$ cat config.mk
export PLATFORM = sky130hd
export DESIGN_NAME = disc_frame_loader_flat
export DESIGN_NICKNAME = d
export VERILOG_FILES = /design/src/rtl/disc_frame_loader_if.sv /design/src/rtl/disc_frame_loader.sv /design/src/flat_wrapper.sv
export SDC_FILE = /design/constraint.sdc
export NUM_CORES = 1
export LEC_CHECK = 0
export CAP_MARGIN = 30
export CELL_PAD_IN_SITES_DETAIL_PLACEMENT = 0
export CELL_PAD_IN_SITES_GLOBAL_PLACEMENT = 1
export CORE_MARGIN = 3
export CORE_UTILIZATION = 39
export CTS_CLUSTER_DIAMETER = 80
export DETAILED_ROUTE_END_ITERATION = 10
export PLACE_DENSITY_LB_ADDON = 0.1
export SYNTH_ARGS = -nofsm -noshare
export SYNTH_HDL_FRONTEND = slang
export SYNTH_SLANG_ARGS = --single-unit
$ cat constraint.sdc
create_clock -name clk -period 9.1 [get_ports clk]
set_input_delay 1.82 -clock clk [delete_from_list [all_inputs] [get_ports clk]]
set_output_delay 1.82 -clock clk [all_outputs]
set_load 0.02 [all_outputs]
$ cat src/rtl/disc_frame_loader_if.sv
// Sample-stream and result handshake bundle for the discriminator frame loader.
interface disc_frame_loader_if #(
   parameter int WIDTH = 32
);
   logic             s_valid;
   logic             s_ready;
   logic [WIDTH-1:0] s_data;
   logic             s_last;
   logic             m_valid;
   logic             m_ready;
   logic [WIDTH-1:0] m_score;
   logic             m_real;

   modport master (
      output s_valid, s_data, s_last, m_ready,
      input  s_ready, m_valid, m_score, m_real
   );

   modport slave (
      input  s_valid, s_data, s_last, m_ready,
      output s_ready, m_valid, m_score, m_real
   );
endinterface

$ cat src/rtl/disc_frame_loader.sv
// Packs 9 serial samples into a_1..a_9, holds them SETTLE_CYC cycles, then captures/thresholds y.
// m_valid rises SETTLE_CYC edges after the 9th beat; result is held under m_ready=0 and no sample is taken until it drains.
module disc_frame_loader #(
   parameter int WIDTH      = 32,
   parameter int N_INPUT    = 9,
   parameter int SETTLE_CYC = 2,
   parameter int THRESH     = 0
) (
   input  logic               clk,
   input  logic               rst,
   disc_frame_loader_if.slave bus,
   output logic [WIDTH-1:0]   a_1,
   output logic [WIDTH-1:0]   a_2,
   output logic [WIDTH-1:0]   a_3,
   output logic [WIDTH-1:0]   a_4,
   output logic [WIDTH-1:0]   a_5,
   output logic [WIDTH-1:0]   a_6,
   output logic [WIDTH-1:0]   a_7,
   output logic [WIDTH-1:0]   a_8,
   output logic [WIDTH-1:0]   a_9,
   output logic               frame_vld,
   input  logic [WIDTH-1:0]   y,
   output logic               err_short
);

   localparam int SW = (SETTLE_CYC > 1) ? $clog2(SETTLE_CYC) : 1;
   localparam logic [3:0] LAST_CNT = 4'(N_INPUT - 1);
   localparam logic [SW-1:0] LAST_SETTLE = SW'(SETTLE_CYC - 1);
   localparam logic signed [WIDTH-1:0] THR = WIDTH'(THRESH);

   typedef enum logic [1:0] {
      LOAD   = 2'd0,
      SETTLE = 2'd1,
      OUT    = 2'd2
   } state_t;

   state_t           state;
   logic [3:0]       cnt;
   logic [SW-1:0]    scnt;
   logic [WIDTH-1:0] frame [N_INPUT];
   logic             m_valid_r;
   logic [WIDTH-1:0] m_score_r;
   logic             m_real_r;
   logic             s_ready_c;
   logic             beat;

   assign s_ready_c   = (state == LOAD) && !rst;
   assign beat        = bus.s_valid && s_ready_c;
   assign bus.s_ready = s_ready_c;
   assign bus.m_valid = m_valid_r;
   assign bus.m_score = m_score_r;
   assign bus.m_real  = m_real_r;

   assign a_1 = frame[0];
   assign a_2 = frame[1];
   assign a_3 = frame[2];
   assign a_4 = frame[3];
   assign a_5 = frame[4];
   assign a_6 = frame[5];
   assign a_7 = frame[6];
   assign a_8 = frame[7];
   assign a_9 = frame[8];

   always_ff @(posedge clk) begin
      if (rst) begin
         state     <= LOAD;
         cnt       <= '0;
         scnt      <= '0;
         for (int i = 0; i < N_INPUT; i++) frame[i] <= '0;
         frame_vld <= 1'b0;
         m_valid_r <= 1'b0;
         m_score_r <= '0;
         m_real_r  <= 1'b0;
         err_short <= 1'b0;
      end else begin
         err_short <= 1'b0;
         case (state)
            LOAD: begin
               if (beat) begin
                  for (int i = 0; i < N_INPUT; i++)
                     if (cnt == 4'(i)) frame[i] <= bus.s_data;
                  // On the 9th sample s_last is a don't-care; a short frame keeps its partial a_* contents.
                  if (cnt == LAST_CNT) begin
                     state     <= SETTLE;
                     frame_vld <= 1'b1;
                     cnt       <= '0;
                     scnt      <= '0;
                  end else if (bus.s_last) begin
                     cnt       <= '0;
                     err_short <= 1'b1;
                  end else begin
                     cnt <= cnt + 4'd1;
                  end
               end
            end
            SETTLE: begin
               if (scnt == LAST_SETTLE) begin
                  m_score_r <= y;
                  m_real_r  <= ($signed(y) >= THR);
                  m_valid_r <= 1'b1;
                  state     <= OUT;
               end else begin
                  scnt <= scnt + 1'b1;
               end
            end
            OUT: begin
               if (bus.m_ready) begin
                  m_valid_r <= 1'b0;
                  frame_vld <= 1'b0;
                  state     <= LOAD;
               end
            end
            default: state <= LOAD;
         endcase
      end
   end

endmodule

$ cat src/flat_wrapper.sv
// flat-port wrapper written by rule: the top's interface ports become plain ports
module disc_frame_loader_flat 
#(
   parameter int WIDTH      = 32,
   parameter int N_INPUT    = 9,
   parameter int SETTLE_CYC = 2,
   parameter int THRESH     = 0
)
  (clk, rst, a_1, a_2, a_3, a_4, a_5, a_6, a_7, a_8, a_9, frame_vld, y, err_short, bus_s_valid, bus_s_data, bus_s_last, bus_m_ready, bus_s_ready, bus_m_valid, bus_m_score, bus_m_real);
  disc_frame_loader_if #(.WIDTH(WIDTH)) bus_i ();
  input  logic clk;
  input  logic rst;
  output logic [WIDTH-1:0] a_1;
  output logic [WIDTH-1:0] a_2;
  output logic [WIDTH-1:0] a_3;
  output logic [WIDTH-1:0] a_4;
  output logic [WIDTH-1:0] a_5;
  output logic [WIDTH-1:0] a_6;
  output logic [WIDTH-1:0] a_7;
  output logic [WIDTH-1:0] a_8;
  output logic [WIDTH-1:0] a_9;
  output logic frame_vld;
  input  logic [WIDTH-1:0] y;
  output logic err_short;
  input wire logic [$bits(bus_i.s_valid)-1:0] bus_s_valid;
  input wire logic [$bits(bus_i.s_data)-1:0] bus_s_data;
  input wire logic [$bits(bus_i.s_last)-1:0] bus_s_last;
  input wire logic [$bits(bus_i.m_ready)-1:0] bus_m_ready;
  output wire logic [$bits(bus_i.s_ready)-1:0] bus_s_ready;
  output wire logic [$bits(bus_i.m_valid)-1:0] bus_m_valid;
  output wire logic [$bits(bus_i.m_score)-1:0] bus_m_score;
  output wire logic [$bits(bus_i.m_real)-1:0] bus_m_real;
  assign bus_i.s_valid = bus_s_valid;
  assign bus_i.s_data = bus_s_data;
  assign bus_i.s_last = bus_s_last;
  assign bus_i.m_ready = bus_m_ready;
  assign bus_s_ready = bus_i.s_ready;
  assign bus_m_valid = bus_i.m_valid;
  assign bus_m_score = bus_i.m_score;
  assign bus_m_real = bus_i.m_real;
  disc_frame_loader #(.WIDTH(WIDTH), .N_INPUT(N_INPUT), .SETTLE_CYC(SETTLE_CYC), .THRESH(THRESH)) u_core (.clk(clk), .rst(rst), .bus(bus_i), .a_1(a_1), .a_2(a_2), .a_3(a_3), .a_4(a_4), .a_5(a_5), .a_6(a_6), .a_7(a_7), .a_8(a_8), .a_9(a_9), .frame_vld(frame_vld), .y(y), .err_short(err_short));
endmodule
[Word-level counts from Yosys, hierarchy flattened]
Memories as Yosys holds them, arrays and structs flattened.
Cells that the tools add are included.
Operators by class
  $add $sub $neg: 2
  magnitude comparators: 1
  eq/ne operators: 14
  mux-type cells: 74
  bitwise logic cells: 11
  reductions and logical operators: 15
Operator list (count)
  $mux W32: 9
  $mux W1: 55
  $ge A32 B1 Y1 const B: 1
  $eq A4 B3 Y1 const B: 4
  $or A1 B1 Y1: 9
  $eq A4 B2 Y1 const B: 2
  $mux W2: 4
  $mux W4: 2
  $reduce_and A4 Y1: 2
  $pmux W1 S2: 3
  $pmux W2 S3: 1
  $reduce_and A3 Y1: 2
  $reduce_bool A2 Y1: 3
  $add A4 B1 Y4 const B: 1
  $eq A4 B1 Y1 const B: 1
  $eq A4 B4 Y1 const B: 1
  $logic_not A4 Y1: 1
  $ne A2 B1 Y1 const B: 2
  $ne A2 B2 Y1 const B: 2
  $reduce_and A2 Y1: 2
  $reduce_or A4 Y1: 1
  $eq A2 B1 Y1 const B: 1
  $eq A2 B2 Y1 const B: 1
  $logic_and A1 B1 Y1: 2
  4 further kinds: 5
Word-level totals
  register bits after elaboration: 43
  bits in writable memories: 288
  input port bits: 69
  output and inout port bits: 325
  logic and storage cells: 126
  memories kept: 1
Memory list
  u_core.frame: words 9, bits a word 32, read ports 9, clocked after memory_dff 0, wr ports 9, line disc_frame_loader.sv:40  | logic [WIDTH-1:0] frame [N_INPUT];

[Depth between registers and ports, before layout]
Gate-level depths: netlist (run 1).
  depth in word-level cells: 8
  mapped depth: 6
  mapped depth without buffers: 5

[Worst setup path before layout (run 1)]
Ideal clock, no wire load.
  path kind: input to register
  start point: input port rst
  end point: memory u_core.frame[8][0], in the netlist u_core.frame[0][256] (enable)
  library setup time: 0.428 ns
  data arrival time: 4.214 ns
  required time: 8.672 ns
  slack: 4.458 ns
  stages: 4
  buffers on the path: 2
  path through: clkbuf_1 > or4b_4 > buf_2 > o21bai_1
RTL lines
  start: declaration: line flat_wrapper.sv:12  | input logic rst;
  end: declaration: line disc_frame_loader.sv:40

[Worst setup path in the final report (run 1)]
  start point: input port rst
  end point: output port bus_s_ready
Between the ends
  word-level cells in the longest chain between the ends: 2
Ends and longest elaborated chain
  $logic_not A1 Y1: line disc_frame_loader.sv:47  | assign s_ready_c = (state == LOAD) && !rst;
  $logic_and A1 B1 Y1: line disc_frame_loader.sv:47
  end: declaration: line flat_wrapper.sv:29  | output wire logic [$bits(bus_i.s_ready)-1:0] bus_s_ready;
No other way between the ends.

==> results of run 1 <==
synth_stat cells, types with 3 or more instances:
cell type,instances
clkbuf_1,14
inv_1,4
a21o_1,8
o21ai_0,5
nand2_1,69
and2_1,32
dfxtp_1,43
clkbuf_2,3
nand4_1,4
nor2b_1,3
ha_1,4
edfxtp_1,288
a21oi_1,38
critical path, stage by stage:
cell and delay, ps:
buf_2 720, nor3_1 110, clkdlybuf4s50_1 580
cells by family after synthesis:
kind of cell / after synthesis / synth area share [%]
DFF: 331 / 89.6
buffers and inverters: 24 / 0.978
AOI/OAI and AO/OA: 56 / 2.99
adders and majority gates: 4 / 0.471
and+or+nand+nor: 126 / 5.99
registers in the layout, indices dropped and copies added (netlist names):
name	flops
u_core.bus.m_real	1
u_core.scnt	1
u_core.frame	288
u_core.bus.m_score	32
u_core.err_short	1
u_core.frame_vld	1
u_core.state	2
u_core.cnt	4
u_core.bus.m_valid	1
per-layer routing:
metal	vias to the layer above	part of all wire (%)	track usage, %
met5	-	0	0
met4	0	3.5	7.87
met3	57	8.0	4.85
met2	365	52	36.4
met1	3106	36	23.7
li1	2867	-	-
area by class of cell:
| type | count | area [um2] | share of cell area (%) |
|---|---|---|---|
| Inverter | 4 | 15.0 | 0.0924 |
| Multi-Input combinational cell | 186 | 1030 | 6.35 |
| Tap cell | 335 | 419 | 2.58 |
| Clock buffer | 45 | 956 | 5.88 |
| Sequential cell | 331 | 9510 | 58.5 |
| Clock inverter | 15 | 170 | 1.05 |
| Timing Repair Buffer | 405 | 4150 | 25.5 |
layout by cell type, fill, tap and decap left out, types with 2 or more instances in the layout:
cell type	synthesis	layout
clkinv_2	0	3
clkdlybuf4s50_1	0	392
a21o_2	0	8
nor3_1	2	2
inv_1	4	4
and2_1	32	32
a21oi_1	38	38
clkbuf_16	0	37
bufinv_16	0	4
nand3b_1	2	2
clkbuf_1	14	8
o21ai_0	5	5
clkinv_1	0	7
buf_4	0	3
nor2_1	2	2
nand2b_1	2	2
nand2_1	69	69
ha_1	4	4
dfxtp_1	43	43
buf_16	0	2
nand4_1	4	4
edfxtp_1	288	288
nor2b_1	3	3
buf_12	0	7
stage by stage:
stage / utilization, % / setup WS (ps) / cells / area [um2] / total power [mW]
2_1_floorplan: - / 4460 / 541 / 10600 / 1.93
3_3_place_gp: 56.5 / 4080 / 1252 / 14900 / 2.17
3_5_place_dp: 57.2 / 4040 / 1261 / 15100 / 2.17
4_1_cts: 61.5 / 4030 / 1321 / 16200 / 3.54
5_1_grt: 61.5 / 3940 / 1321 / 16200 / 3.62
6_report: 61.5 / 4030 / 1321 / 16200 / 3.51
power breakdown:
part	switching [mW]	internal, mW	total [mW]
Sequential	0.0345	1.74	1.77
Combinational	0.200	0.162	0.362
Clock	0.523	0.852	1.37
Total	0.757	2.75	3.51
path summary, 6_finish.rpt:
path                                             start                      to
worst max-delay path                               rst             bus_s_ready
worst min-delay path            u_core.bus.m_score[31]  u_core.bus.m_score[31]
worst max register to register         u_core.state[0]    u_core.frame[0][219]
worst min register to register  u_core.bus.m_score[31]  u_core.bus.m_score[31]
==> qor.csv, run 1 <==
metric,value,unit
status,"complete, no violations",
"Area growth, synth to finish",53.0,%
WP data required,7280,ps
WHS,458,ps
Initial Util,40.2,%
first-pass GRT wire length,42.9,mm
worst r2r path cells,4,
Yosys top cell by area,edfxtp_1,
Final HPWL DP,22.3,mm
Vias/cell,4.84,
FP Rows,59,
critical path class,in -> out,
predominant post-synthesis flop cell,edfxtp_1,
share of layout cells above drive strength 1,7.30,%
Relative slew margins,35.4,%
CTS tree,yes,
hold buffers post-CTS,0,
Yosys warning count,0,
Netlist cell types,34,
routed vias,6395,
Worst VDD drop,121,uV
DRC viols,0,
TritonCTS Buffers,34,
WP data arrival,3250,ps
Pleak,5.76,nW
Clock Skew,9.83,ps
GRT Total Usage,20.3,%
Post-CTS Setup Inserts,0,
Power per Cell Area,216,nW/um2
CTS resizes,0,
"EDFF count, synth",288,
Final period util,55.7,%
CTS Sinks,331,
final critical-path required period,5070,ps
worst skew pair latency,490,ps
Mean Syn Cell Area,19.6,um2
initial antenna violation count,0,
setup TNS,0,ps
Max Freq,197,MHz
Synth async-reset ratio,0,%
Pre-antenna DRT Iters,5,
I/O Buffers,393,
"Remaining Overflow, GRT",0,
io pins,394,
largest net degree at the start of global routing,55,
post-synthesis sequential area ratio,89.6,%
Yosys top cell area share,81.5,%
DIE AREA,29200,um2
crit path max fanout,54,
Worst Max-Slew Pin Slew,970,ps
ant diodes,0,
mapped cell area,10600,um2
Worst Setup End Kind,output pin,
Die Span Y,171,um
1st-iter DRT viols,525,
clock tree buffer depth,3,
htree depth,2,
"top cells by area, synth","edfxtp_1, dfxtp_1, nand2_1",
Finish-stage setup viols,0,
antenna-violating nets left,0,
crit start category,input port,
fin. max-slew vios,0,
vias in the first global route,6442,
Mapped Cells,541,
Reg2Reg Setup Slack,6600,ps
core area,26400,um2
Routed WL,30.8,mm
Synth Net Count,614,
hold crit path type,reg -> reg,
FILL cells,1929,
Die X,171,um
Max Cap Viol,0,
RSZ-0062 raised after global routing,false,
"Hold Vio Cnt, Final",0,
root buf cell,clkbuf_16,
count of state elements after synthesis,331,
routability cong.,0.857,
Routed WL per cell,23.3,um
Hold Crit Depth,2,
clk slew on worst S/H paths,60,ps
NumNets Final,1035,
No activity file was read; power rests on OpenSTA's default activity.
==> run 2, diff against run 1 <==
--- a/config.mk
+++ b/config.mk
@@ -9,7 +9,7 @@
 export CELL_PAD_IN_SITES_DETAIL_PLACEMENT = 0
 export CELL_PAD_IN_SITES_GLOBAL_PLACEMENT = 1
 export CORE_MARGIN = 3
-export CORE_UTILIZATION = 39
+export CORE_UTILIZATION = 36
 export CTS_CLUSTER_DIAMETER = 80
 export DETAILED_ROUTE_END_ITERATION = 10
 export PLACE_DENSITY_LB_ADDON = 0.1
==> constraint.sdc (replaced) <==
create_clock -name clk -period 5.2 [get_ports clk]
set_input_delay 1.04 -clock clk [delete_from_list [all_inputs] [get_ports clk]]
set_output_delay 1.04 -clock clk [all_outputs]
set_load 0.02 [all_outputs]
==> run 2 against run 1 <==
Wire length up 3.8%. Via count up 0.17%. Die area up 8.0%. Worst setup slack worse by 2300 ps. Global-route usage down 0.71 points. Total power up 80%. Final area up 1.3%. Core utilization down 4.4 points. First-iteration DRC count up 8.8%. Count of clock-buffer cells in the layout down 3. Non-clock buffer count up 1. Critical path type unchanged.
==> qor.csv, run 2 (synthesized netlist as in run 1, its figures left out) <==
metric,value,unit,change
Clock Skew,19.2,ps,+9.33 ps
crit start category,input port,,
crit path max fanout,54,,unchanged
CP max stage delay,710,ps,about the same
"Slowest-stage cell, CP",buf_2,,
global-route track usage on met3,6.27,%,+1.4 points
Final period util,66.7,%,
first-pass GRT wire length,44.7,mm,+4.3%
largest net degree at the start of global routing,55,,unchanged
Die X,178,um,+3.9%
DRC viols,0,,unchanged
max FFs per register,288,,unchanged
Max Freq,288,MHz,
Power per Cell Area,384,nW/um2,+78%
share of layout cells above drive strength 1,8.38,%,+1.1 points
Pre-antenna DRT Iters,4,,-1
WP data required,4160,ps,-3120 ps
Clk network pwr share,40.7,%,+1.6 points
FILL cells,2258,,+17%
CTS tree,yes,,
fin util,57.1,%,-4.4 points
fin. max-slew vios,0,,unchanged
initial antenna violation count,1,,+1
htree depth,2,,unchanged
Final HPWL DP,23.1,mm,+3.4%
hold buffers post-CTS,0,,unchanged
WP data arrival,2430,ps,-820 ps
"Remaining Overflow, GRT",0,,unchanged
1st-iter DRT viols,571,,+8.8%
TritonCTS Buffers,35,,+2.9%
"CP delay by family, top",buffers and inverters,,
footprint of the multi-input gates,1030,um2,unchanged
Net Sw Frac,21.9,%,+0.37 points
CTS resizes,0,,unchanged
Power Total,6.32,mW,+80%
most frequent cells in the layout,"clkdlybuf4s50_1, edfxtp_1, nand2_1, dfxtp_1, a21oi_1",,
Pint,4.93,mW,+79%
Final WS setup,1730,ps,-2300 ps
"Hold Vio Cnt, Final",0,,unchanged
vias in the first global route,6645,,+3.2%
CTS Sinks,331,,unchanged
"Area growth, synth to finish",55.1,%,
Worst Max-Slew Pin Slew,945,ps,-24.5 ps
Sw Pwr,1.39,mW,+83%
Pleak,5.84,nW,+1.5%
FP Rows,62,,+5.1%
FF/Latch Area,9510,um2,unchanged
GR Layer Usage met2,33.8,%,-2.6 points
GRT Max-Usage Layer,met2,,
RSZ-0062 raised after global routing,false,,
pre-CTS setup slack,1390,ps,-2660 ps
Vias/cell,4.66,,-3.8%
DIE AREA,31600,um2,+8.0%
antenna-violating nets left,0,,unchanged
clk slew on worst S/H paths,60,ps,about the same
io pins,394,,unchanged
NumNets Final,1037,,+0.19%
Routed WL per cell,23.2,um,-0.34%
GRT Total Usage,19.6,%,-0.71 points
Routed WL,32.0,mm,+3.8%
Sequential Power Share,49.2,%,-1.3 points
critical path class,in -> out,,
Initial Util,36.8,%,-3.4 points
Relative slew margins,37.0,%,+1.6 points
GRT met1 Usage,22.8,%,-0.83 points
clock tree buffer depth,3,,unchanged
Combinational Power Share,10.1,%,-0.2 points
Worst Setup End Kind,output pin,,
Post-CTS Setup Inserts,0,,unchanged
Worst VDD drop,259,uV,+110%
routability cong.,0.823,,-4.0%
worst skew pair latency,510,ps,+20 ps
Max Cap Viol,0,,unchanged
"leading cell type in the layout, fill and taps excluded",clkdlybuf4s50_1,,
setup TNS,0,ps,unchanged
routed vias,6406,,+0.17%
hold crit path type,reg -> reg,,
I/O Buffers,393,,unchanged
WP buf/inv,2,,unchanged
Finish-stage setup viols,0,,unchanged
CP cell instances,buf_2 > nor3_1 > clkdlybuf4s50_1,,
root buf cell,clkbuf_16,,
most flop-heavy register,u_core.frame,,
final critical-path required period,3470,ps,
status,"complete, no violations",,
Die Span Y,178,um,+3.9%
core area,28900,um2,+9.2%
-- run 2: cell types whose count changed in the layout (fill, tap and decap cells not counted), sizes merged --
cell,before,now
clkinv,10,15
diode,0,1
buf,13,14
clkbuf,45,42
bufinv,4,6
-- run 2: per-stage QoR --
step                std cells  hold WS (ps)  instance area, um2
finish                   1376           458               16500
global route             1376           482               16500
CTS                      1375           459               16500
detailed placement       1311           448               15200
global placement         1300           443               15000
floorplan                 541           477               10600
-- run 2: path summary, 6_finish.rpt --
kind | slack [ps] | from | cells after the start | endpoint
max | 1730 | rst | 3 | bus_s_ready
min | 460 | u_core.bus.m_score[13] | 2 | u_core.bus.m_score[13]
max reg2reg | 2560 | u_core.state[0] | 4 | u_core.frame[0][96]
min reg2reg | 460 | u_core.bus.m_score[13] | 2 | u_core.bus.m_score[13]
-- run 2: worst min-delay path, cell delays in order (launching register included) --
cell and delay [ps]:
dfxtp_1 310, nand2_1 50, a21oi_1 50
-- run 2: final cells by class --
| class | instances | area share [%] |
|---|---|---|
| sequential | 331 | 57.7 |
| timing repair buffer | 406 | 25.6 |
| multi-input combinational | 186 | 6.27 |
| clock buffer | 42 | 5.74 |
| tap | 384 | 2.92 |
| clock inverter | 22 | 1.66 |
| inverter | 4 | 0.0912 |
| antenna | 1 | 0.0152 |
-- run 2: power groups by stage --
stage | sequential (mW) | combinational [mW] | clock (mW)
after detailed placement | 3.17 | 0.647 | 0
final | 3.11 | 0.637 | 2.57
after global routing | 3.12 | 0.667 | 2.74
after floorplan | 3.31 | 0.0705 | 0
after global placement | 3.17 | 0.623 | 0
after CTS | 3.11 | 0.648 | 2.62
-- run 2: metal layers --
metal | routed length [um] | vias to the layer above
li1 | - | 2880
met1 | 11700 | 3132
met2 | 16200 | 348
met3 | 3140 | 46
met4 | 933 | 0
met5 | 0 | -
==> run 3, diff against run 2 <==
--- a/config.mk
+++ b/config.mk
@@ -9,7 +9,7 @@
 export CELL_PAD_IN_SITES_DETAIL_PLACEMENT = 0
 export CELL_PAD_IN_SITES_GLOBAL_PLACEMENT = 1
 export CORE_MARGIN = 3
-export CORE_UTILIZATION = 36
+export CORE_UTILIZATION = 32
 export CTS_CLUSTER_DIAMETER = 80
 export DETAILED_ROUTE_END_ITERATION = 10
 export PLACE_DENSITY_LB_ADDON = 0.1
==> constraint.sdc (replaced) <==
create_clock -name clk -period 2.9 [get_ports clk]
set_input_delay 0.58 -clock clk [delete_from_list [all_inputs] [get_ports clk]]
set_output_delay 0.58 -clock clk [all_outputs]
set_load 0.02 [all_outputs]
==> run 3 against run 2 <==
Count of clock-buffer cells in the layout up 1. Clock skew is 1.0 ps lower. Total power up 72%. Worst setup slack worse by 1200 ps. Sequential share of layout area about the same. Die area rose by 12%. Clock power rose by 60%. Highest routed layer unchanged.
==> qor.csv, run 3 (synthesized netlist as in run 1, its figures left out) <==
metric,value,unit,change
placed cell count,1382,,+5.4%
FILL cells,2745,,+22%
root buf cell,clkbuf_16,,
TritonCTS Buffers,35,,unchanged
worst skew pair latency,510,ps,about the same
NumNets Final,1050,,+1.3%
Max Freq,430,MHz,
clock tree buffer depth,3,,unchanged
hold buffers post-CTS,0,,unchanged
antenna-violating nets left,0,,unchanged
status,"complete, no violations",,
CTS resizes,0,,unchanged
final critical-path required period,2330,ps,
RSZ-0062 raised after global routing,false,,
Combinational Power Share,10.7,%,+0.6 points
WP data required,2320,ps,-1840 ps
DRC viols,0,,unchanged
htree depth,2,,unchanged
1st-iter DRT viols,440,,-23%
CTS tree,yes,,
R2R Path Start,u_core.state[0],,
"CP delay by family, top",buffers and inverters,,
vias in the first global route,6607,,-0.57%
Pre-antenna DRT Iters,4,,unchanged
"Slowest-stage cell, CP",clkdlybuf4s50_1,,
CP cell instances,nor3_1 > clkdlybuf4s50_1,,
Finish-stage setup viols,0,,unchanged
Final period util,80.3,%,
crit path max fanout,10,,-81%
Worst Setup End Kind,output pin,,
Relative slew margins,60.6,%,+24 points
DIE AREA,35400,um2,+12%
CP max stage delay,650,ps,-60 ps
I/O Buffers,393,,unchanged
Worst VDD drop,438,uV,+69%
Pleak,5.81,nW,-0.55%
"leading cell type in the layout, fill and taps excluded",clkdlybuf4s50_1,,
Max Cap Viol,0,,unchanged
io pins,394,,unchanged
Pint,8.37,mW,+70%
Initial Util,32.5,%,-4.2 points
hold crit path type,reg -> reg,,
Vias/cell,4.38,,-5.8%
fin. max-slew vios,0,,unchanged
Die X,188,um,+5.9%
share of layout cells above drive strength 1,8.86,%,+0.49 points
Worst Setup SP,u_core.state[0],,
Hold Startpoint,u_core.bus.m_score[11],,
non-filler cells in the finished layout,1446,,+5.1%
Die Span Y,188,um,+5.9%
WP data arrival,1750,ps,-680 ps
initial antenna violation count,0,,-1
"Remaining Overflow, GRT",0,,unchanged
ant diodes,0,,-1
routability cong.,0.741,,-9.9%
routed vias,6339,,-1.0%
crit start category,flip-flop,,
Routed WL,32.6,mm,+1.8%
"Area growth, synth to finish",55.1,%,about the same
core area,32600,um2,+13%
setup TNS,0,ps,unchanged
max FFs per register,288,,unchanged
most flop-heavy register,u_core.frame,,
Post-CTS Setup Inserts,0,,unchanged
WP buf/inv,1,,-1
Sequential Power Share,51.4,%,+2.2 points
"Hold Vio Cnt, Final",0,,unchanged
FP Rows,66,,+6.5%
Power per Cell Area,659,nW/um2,+72%
CTS Sinks,331,,unchanged
Net Sw Frac,22.9,%,+0.98 points
Worst Max-Slew Pin Slew,591,ps,-354 ps
clk slew on worst S/H paths,50,ps,about the same
GRT Total Usage,18.0,%,-1.6 points
most frequent cells in the layout,"clkdlybuf4s50_1, edfxtp_1, nand2_1, dfxtp_1, a21oi_1",,
Final HPWL DP,23.0,mm,-0.24%
Sw Pwr,2.49,mW,+79%
largest net degree at the start of global routing,53,,-3.6%
Routed WL per cell,22.5,um,-3.1%
Clock Skew,18.1,ps,-1.04 ps
Clk network pwr share,37.9,%,-2.8 points
critical path class,reg -> out,,
first-pass GRT wire length,46.6,mm,+4.3%
## run 3: worst register-to-register path, delay by kind of cell, from the launching register on
kind	cells	cell delay [ps]
flip-flops	1	390
AO/OA/AOI/OAI	1	240
buffers and inverters	1	200
AND/OR/NAND/NOR	2	1020
## run 3: per-layer routing
layer | up-vias | part of all wire [%] | track usage [%]
li1 | 2896 | - | -
met5 | - | 0 | 0
met1 | 3085 | 37 | 20.9
met3 | 42 | 11 | 6.64
met4 | 0 | 2.0 | 4.70
met2 | 316 | 51 | 31.7
## run 3: cell type report
type / instances / area [um2] / share of cell area (%)
repair buffers: 419 / 4290 / 26.0
inverters: 4 / 15.0 / 0.0912
well taps: 442 / 553 / 3.36
flip-flops and latches: 331 / 9510 / 57.8
clock inverters: 21 / 143 / 0.866
multi-input cells: 186 / 1030 / 6.27
clock buffers: 43 / 927 / 5.63
## run 3: path summary, 6_finish.rpt
check | endpoint | slack, ps | depth (start not counted)
hold / removal | u_core.bus.m_score[11] | 450 | 2
hold reg to reg | u_core.bus.m_score[11] | 450 | 2
setup / recovery | bus_s_ready | 570 | 2
setup reg to reg | u_core.frame[0][166] | 730 | 4
## run 3: power groups by stage
stage / clock network (mW) / logic [mW] / registers [mW]
after global placement: 0 / 1.18 / 5.69
after detailed placement: 0 / 1.18 / 5.68
final: 4.12 / 1.16 / 5.57
after floorplan: 0 / 0.127 / 5.94
after global routing: 4.48 / 1.21 / 5.59
after CTS: 4.23 / 1.18 / 5.58
## run 3: per-stage QoR
stage	hold slack [ps]	power, mW	util, %	setup slack, ps	instance area, um2
detailed placement	449	6.86	47.2	125	15400
finish	451	10.9	50.5	572	16500
global placement	441	6.87	47.2	115	15400
CTS	456	11.0	50.5	524	16500
global route	476	11.3	50.5	464	16500
floorplan	477	6.07	-	76.3	10600
